## config.mk

```make
export PLATFORM = sky130hd
export DESIGN_NAME = id_ex_stage
export DESIGN_NICKNAME = d
export VERILOG_FILES = /design/src/rtl/id_ex_stage.sv
export SDC_FILE = /design/constraint.sdc
export NUM_CORES = 1
export LEC_CHECK = 0
export ABC_AREA = 1
export CAP_MARGIN = 20
export CORE_AREA = 2 2 163 165
export CTS_CLUSTER_DIAMETER = 60
export CTS_CLUSTER_SIZE = 30
export DETAILED_ROUTE_END_ITERATION = 10
export DIE_AREA = 0 0 165 167
export PLACE_DENSITY = 0.66
export RECOVER_POWER = 100
export SYNTH_ARGS = -nofsm -noshare
export SYNTH_HDL_FRONTEND = slang
export SYNTH_SLANG_ARGS = --single-unit
```

## constraint.sdc

```tcl
create_clock -name clk -period 2.7 [get_ports clk]
set_input_delay 0.27 -clock clk [delete_from_list [all_inputs] [get_ports clk]]
set_output_delay 0.27 -clock clk [all_outputs]
set_load 0.01 [all_outputs]
```

## src/rtl/id_ex_stage.sv

```systemverilog
// ID/EX pipeline register for the RV32I core: latches the decode control word and operands,
// detects load-use hazards, and applies flush and back-pressure to the Execute stage.
module id_ex_stage #(
  parameter int unsigned XLEN  = 32,
  parameter int unsigned CNT_W = 32
) (
  input  logic             clk,
  input  logic             reset,
  input  logic             RegWriteD,
  input  logic [1:0]       ResultSrcD,
  input  logic             MemWriteD,
  input  logic             JumpD,
  input  logic             BranchD,
  input  logic             ALUSrcAD,
  input  logic [1:0]       ALUSrcBD,
  input  logic [3:0]       ALUControlD,
  input  logic [2:0]       funct3D,
  input  logic [XLEN-1:0]  RD1D,
  input  logic [XLEN-1:0]  RD2D,
  input  logic [XLEN-1:0]  PCD,
  input  logic [XLEN-1:0]  PCPlus4D,
  input  logic [XLEN-1:0]  ImmExtD,
  input  logic [4:0]       Rs1D,
  input  logic [4:0]       Rs2D,
  input  logic [4:0]       RdD,
  input  logic             FlushE,
  input  logic             StallE,
  output logic             RegWriteE,
  output logic [1:0]       ResultSrcE,
  output logic             MemWriteE,
  output logic             JumpE,
  output logic             BranchE,
  output logic             ALUSrcAE,
  output logic [1:0]       ALUSrcBE,
  output logic [3:0]       ALUControlE,
  output logic [2:0]       funct3E,
  output logic [XLEN-1:0]  RD1E,
  output logic [XLEN-1:0]  RD2E,
  output logic [XLEN-1:0]  PCE,
  output logic [XLEN-1:0]  PCPlus4E,
  output logic [XLEN-1:0]  ImmExtE,
  output logic [4:0]       Rs1E,
  output logic [4:0]       Rs2E,
  output logic [4:0]       RdE,
  output logic             ValidE,
  output logic             StallF,
  output logic             StallD,
  output logic [CNT_W-1:0] BubbleCnt
);

  localparam int unsigned REG_W = 5;
  localparam logic [1:0] RES_MEM = 2'b01;

  typedef struct packed {
    logic             reg_write;
    logic [1:0]       result_src;
    logic             mem_write;
    logic             jump;
    logic             branch;
    logic             alu_src_a;
    logic [1:0]       alu_src_b;
    logic [3:0]       alu_control;
    logic [2:0]       funct3;
    logic [XLEN-1:0]  rd1;
    logic [XLEN-1:0]  rd2;
    logic [XLEN-1:0]  pc;
    logic [XLEN-1:0]  pc_plus4;
    logic [XLEN-1:0]  imm_ext;
    logic [REG_W-1:0] rs1;
    logic [REG_W-1:0] rs2;
    logic [REG_W-1:0] rd;
  } ex_t;

  ex_t              ex_in_c;
  ex_t              ex_q, ex_d;
  logic             valid_q, valid_d;
  logic             pend_q, pend_d;
  logic [CNT_W-1:0] cnt_q, cnt_d;
  logic             lw_stall_c;

  // Pack the decode-stage inputs into one payload word.
  always_comb begin
    ex_in_c.reg_write   = RegWriteD;
    ex_in_c.result_src  = ResultSrcD;
    ex_in_c.mem_write   = MemWriteD;
    ex_in_c.jump        = JumpD;
    ex_in_c.branch      = BranchD;
    ex_in_c.alu_src_a   = ALUSrcAD;
    ex_in_c.alu_src_b   = ALUSrcBD;
    ex_in_c.alu_control = ALUControlD;
    ex_in_c.funct3      = funct3D;
    ex_in_c.rd1         = RD1D;
    ex_in_c.rd2         = RD2D;
    ex_in_c.pc          = PCD;
    ex_in_c.pc_plus4    = PCPlus4D;
    ex_in_c.imm_ext     = ImmExtD;
    ex_in_c.rs1         = Rs1D;
    ex_in_c.rs2         = Rs2D;
    ex_in_c.rd          = RdD;
  end

  // A load in E whose destination is read by the instruction in D.
  always_comb begin
    lw_stall_c = valid_q & ex_q.reg_write & (ex_q.result_src == RES_MEM) &
                 (ex_q.rd != REG_W'(0)) & ((ex_q.rd == Rs1D) | (ex_q.rd == Rs2D));
  end

  // Next state: stall holds (remembering any flush), flush/hazard bubbles, else capture.
  always_comb begin
    ex_d    = ex_q;
    valid_d = valid_q;
    pend_d  = pend_q;
    cnt_d   = cnt_q;
    if (StallE) begin
      if (FlushE) begin
        pend_d = 1'b1;
      end
    end else if (FlushE | pend_q | lw_stall_c) begin
      ex_d    = '0;
      valid_d = 1'b0;
      pend_d  = 1'b0;
      if (cnt_q != {CNT_W{1'b1}}) begin
        cnt_d = cnt_q + CNT_W'(1);
      end
    end else begin
      ex_d    = ex_in_c;
      valid_d = 1'b1;
    end
  end

  always_ff @(posedge clk) begin
    if (reset) begin
      ex_q    <= '0;
      valid_q <= 1'b0;
      pend_q  <= 1'b0;
      cnt_q   <= '0;
    end else begin
      ex_q    <= ex_d;
      valid_q <= valid_d;
      pend_q  <= pend_d;
      cnt_q   <= cnt_d;
    end
  end

  assign RegWriteE   = ex_q.reg_write;
  assign ResultSrcE  = ex_q.result_src;
  assign MemWriteE   = ex_q.mem_write;
  assign JumpE       = ex_q.jump;
  assign BranchE     = ex_q.branch;
  assign ALUSrcAE    = ex_q.alu_src_a;
  assign ALUSrcBE    = ex_q.alu_src_b;
  assign ALUControlE = ex_q.alu_control;
  assign funct3E     = ex_q.funct3;
  assign RD1E        = ex_q.rd1;
  assign RD2E        = ex_q.rd2;
  assign PCE         = ex_q.pc;
  assign PCPlus4E    = ex_q.pc_plus4;
  assign ImmExtE     = ex_q.imm_ext;
  assign Rs1E        = ex_q.rs1;
  assign Rs2E        = ex_q.rs2;
  assign RdE         = ex_q.rd;
  assign ValidE      = valid_q;
  assign StallF      = lw_stall_c | StallE;
  assign StallD      = lw_stall_c | StallE;
  assign BubbleCnt   = cnt_q;

endmodule

```

==> results.md, run 1 <==
* WL/cell at ~17 um
* Layout cell share with drive strength beyond 1 at under 10%
* Row cnt at 59
* Final worst path period share at between 90% and 100%
* Finished layout cell area at between 10,000 and 15,000 um2
* Post-Synthesis Cell Area at approximately 9000 um2
* Initial antenna violation count at 9
* Status: complete, but fails checks
* Kind of end point of the critical path: output pin
* Vias in the first global route at between 8,000 and 9,000
* Detail-routed via count per cell at 4.768
* Area Growth Syn to Fin at 56.62%
* I/O pin total at around 420
* Cells after DPL at about 2,000
* Placed cell area at roughly 13,000 um2
* DIE HEIGHT at around 170 um
* Static leakage at 5.937 nW
* Residual DRC at 0
* Pre-CTS setup slack at -0.08503 ns
* CTS tree: yes
* VDD IR max at 0.0004031 V
* Total congestion overflow at 0
* Critical path peak fanout at 4
* Die ar. at ~28,000 um2
* Total CTS buffers at 23
* Worst Tran Pin Value at around 2.1 ns
* Pre-antenna DRT Iters at 5
* Rel. slew slack at -43.18%
* Nets at between 1,500 and 2,000
* Violations in the final reports: max-capacitance violations, max-slew violations
* Synth warnings at 0
* Fin Clk Skew at 0.01262 ns
* Syn nets at roughly 1,500
* Synth Instances at approximately 1,300
* FF+latch count, synth at 225
* Final slew viol count at roughly 190
* Synth cell types at 24
* IO Port Bufs at 420
* Post-synthesis sequential area ratio at approximately half
* Tot Pwr at 7.708 mW
* Core Box Area at about 26,000 um2
* 1st-iter DRT viols at 811
* Vias after detailed routing at about 9,600
* DRT antenna net count at 0
* Worst-path clk slew at ~0.08 ns
* Avg Cell Area, Syn at 7.073 um2
* Die width at 165 um
* RSZ-0062 raised after global routing: false
* CTS H-tree lvls at 1
* Hold crit path type: in2reg
* Starting density of the core at 35.22%
* GP Congestion at about 0.86
* Max clock buf depth at 3
* GRT Overall Usage at between 20% and 30%
* Max cap viols at 1
* Clk root buf: clkbuf_16
* Final hold vios at 0
* # setup viols final at 0
* Worst Slack Setup Final at around 0.094 ns
* CP Data Required Time at between 2 and 2.5 ns
* Pin count of the biggest net entering global routing at between 200 and 250
* Final Non-Filler Cells at 2,022
* CP Class: reg2out
* Worst setup SP type: flip-flop
* Clock sink total at roughly 230
* CP arrival at 2.34 ns
* Detailed Place HPWL at approximately 24 mm
* Worst hold slack at roughly 0.28 ns
* Post-CTS setup buffers at 0
* Cell Pwr Density at 542.3 nW/um2
* Skew-Pair Late Insertion Delay at about 0.54 ns
* WL final at ~34 mm
* Tmin final at 2.606 ns
* Max frequency at between 0.3 and 0.4 GHz
* First-pass GRT wire length at approximately 50 mm
* CTS Hold Buffers Added at 0
-- final cells by class --
cell class	instances	area [um2]
fillers	2439	11550
diodes	9	22.52
clock buffers	25	593.1
inverters	82	307.8
clock inverters	17	186.4
flip-flops and latches	225	4507
multi-input cells	896	3836
repair buffers	433	4342
well taps	335	419.2
-- stage by stage --
| stage | utilization (%) | TNS [ns] |
|---|---|---|
| CTS | 55.18 | 0 |
| global route | 55.17 | 0 |
| floorplan | - | 0 |
| global placement | 52.15 | -0.7574 |
| detailed placement | 52.15 | -1.670 |
| finish | 55.17 | 0 |
-- state kept, by name (all words and copies together), names as in the netlist, 2 cells and up --
register,flops
ALUControlE,4
ALUSrcBE,2
BubbleCnt,32
ImmExtE,32
PCE,32
PCPlus4E,32
RD1E,32
RD2E,32
RdE,5
ResultSrcE,2
Rs1E,5
Rs2E,5
funct3E,3
-- cell usage in the layout, fill, tap and decap left out --
cell / instances
clkinvlp_4: 2
clkbuf_2: 1
nand4_1: 29
nand2_1: 514
clkinv_2: 1
clkinv_1: 1
inv_6: 5
nor3_1: 7
buf_12: 4
nand3_2: 1
nand3_1: 50
dlygate4sd3_1: 224
buf_4: 6
clkbuf_4: 1
ha_1: 1
a21oi_1: 188
clkinv_4: 1
clkbuf_16: 23
nor2_1: 83
inv_2: 2
dfxtp_1: 223
diode_2: 9
inv_16: 1
nor2_4: 2
o21ai_0: 10
clkbuf_1: 2
buf_6: 1
buf_2: 1
nand3_4: 1
clkinv_8: 3
clkbuf_8: 1
nor2_2: 1
inv_8: 4
nand2_2: 2
inv_1: 79
nand3b_1: 4
clkdlybuf4s50_1: 194
xnor2_1: 3
dfxtp_2: 2
-- worst paths after layout --
path                                           startpoint                   endpoint  slack, ns  cells after the start
worst min register to register  PCPlus4E[16]$_SDFFE_PP0N_  PCPlus4E[16]$_SDFFE_PP0N_       0.46                      2
worst min-delay path                          ImmExtD[21]   ImmExtE[21]$_SDFFE_PP0N_       0.28                      3
worst max register to register        RdE[3]$_SDFFE_PP0N_       BranchE$_SDFFE_PP0N_       0.20                     12
worst max-delay path                  RdE[3]$_SDFFE_PP0N_                     StallD       0.09                      9
-- synthesized netlist by cell type --
master	count	share of area, %
inv_2	2	0.083
xnor2_1	3	0.29
buf_4	23	1.9
nor2_1	82	3.4
a21oi_1	188	10
nand3_1	50	2.8
o21ai_0	10	0.55
nor2_4	2	0.25
clkinv_1	1	0.041
buf_6	4	0.50
nand4_1	29	2.0
inv_1	79	3.3
nand3b_1	4	0.33
nand2_2	4	0.28
nand3_4	1	0.19
buf_2	4	0.22
buf_1	2	0.083
clkbuf_1	48	2.0
nand3_2	1	0.11
nor3_1	7	0.39
nor2_2	1	0.069
nand2_1	512	21
dfxtp_1	225	50
ha_1	1	0.14
-- where the power goes --
group          leakage, nW  switching [mW]  internal, mW
logic                 3.73           0.445         0.488
registers             1.83          0.0588          3.43
clock network        0.377            1.59          1.70
-- worst max-delay path, stage by stage, from the launching register on --
cell and delay [ns]:
dfxtp_2 0.39, inv_1 0.13, nand2_1 0.08, nand2_1 0.05, nor2_1 0.15, nand3_1 0.11
nand2_1 0.12, nand2_2 0.06, nand2_1 0.12, clkdlybuf4s50_1 0.60
-- per-layer routing --
metal,vias to the layer above,GRT usage [%],share of wire (%)
met5,-,0,0
met4,0,11.04,3.5
met3,64,6.202,8.4
met2,366,38.33,48
met1,4381,27.15,40
li1,4829,-,-
-- repair_timing --
action                                  4_1_cts  5_1_grt
cloned                                        0        1
pin swaps                                     0        1
endpoints found under the setup margin        1        6
gates resized for setup                       1        1
-- cell families after synthesis --
group / after synthesis / share of synthesized area (%)
flip-flops: 225 / 49.63
AND/OR/NAND/NOR: 693 / 30.94
adder cells (fa/ha/maj): 1 / 0.1379
XOR/XNOR: 3 / 0.2896
buffers and inverters: 163 / 8.079
AO/OA/AOI/OAI: 198 / 10.92
Note: power is estimated with default switching activity, not from simulation.
==> run 2: changes to the inputs <==
--- a/config.mk
+++ b/config.mk
@@ -12,6 +12,7 @@
 export CTS_CLUSTER_SIZE = 30
 export DETAILED_ROUTE_END_ITERATION = 10
 export DIE_AREA = 0 0 165 167
+export HOLD_SLACK_MARGIN = 0.05
 export PLACE_DENSITY = 0.66
 export RECOVER_POWER = 100
 export SYNTH_ARGS = -nofsm -noshare
==> results of run 2 <==
Same layout as run 1: the final DEF is identical, and so are final timing and power.
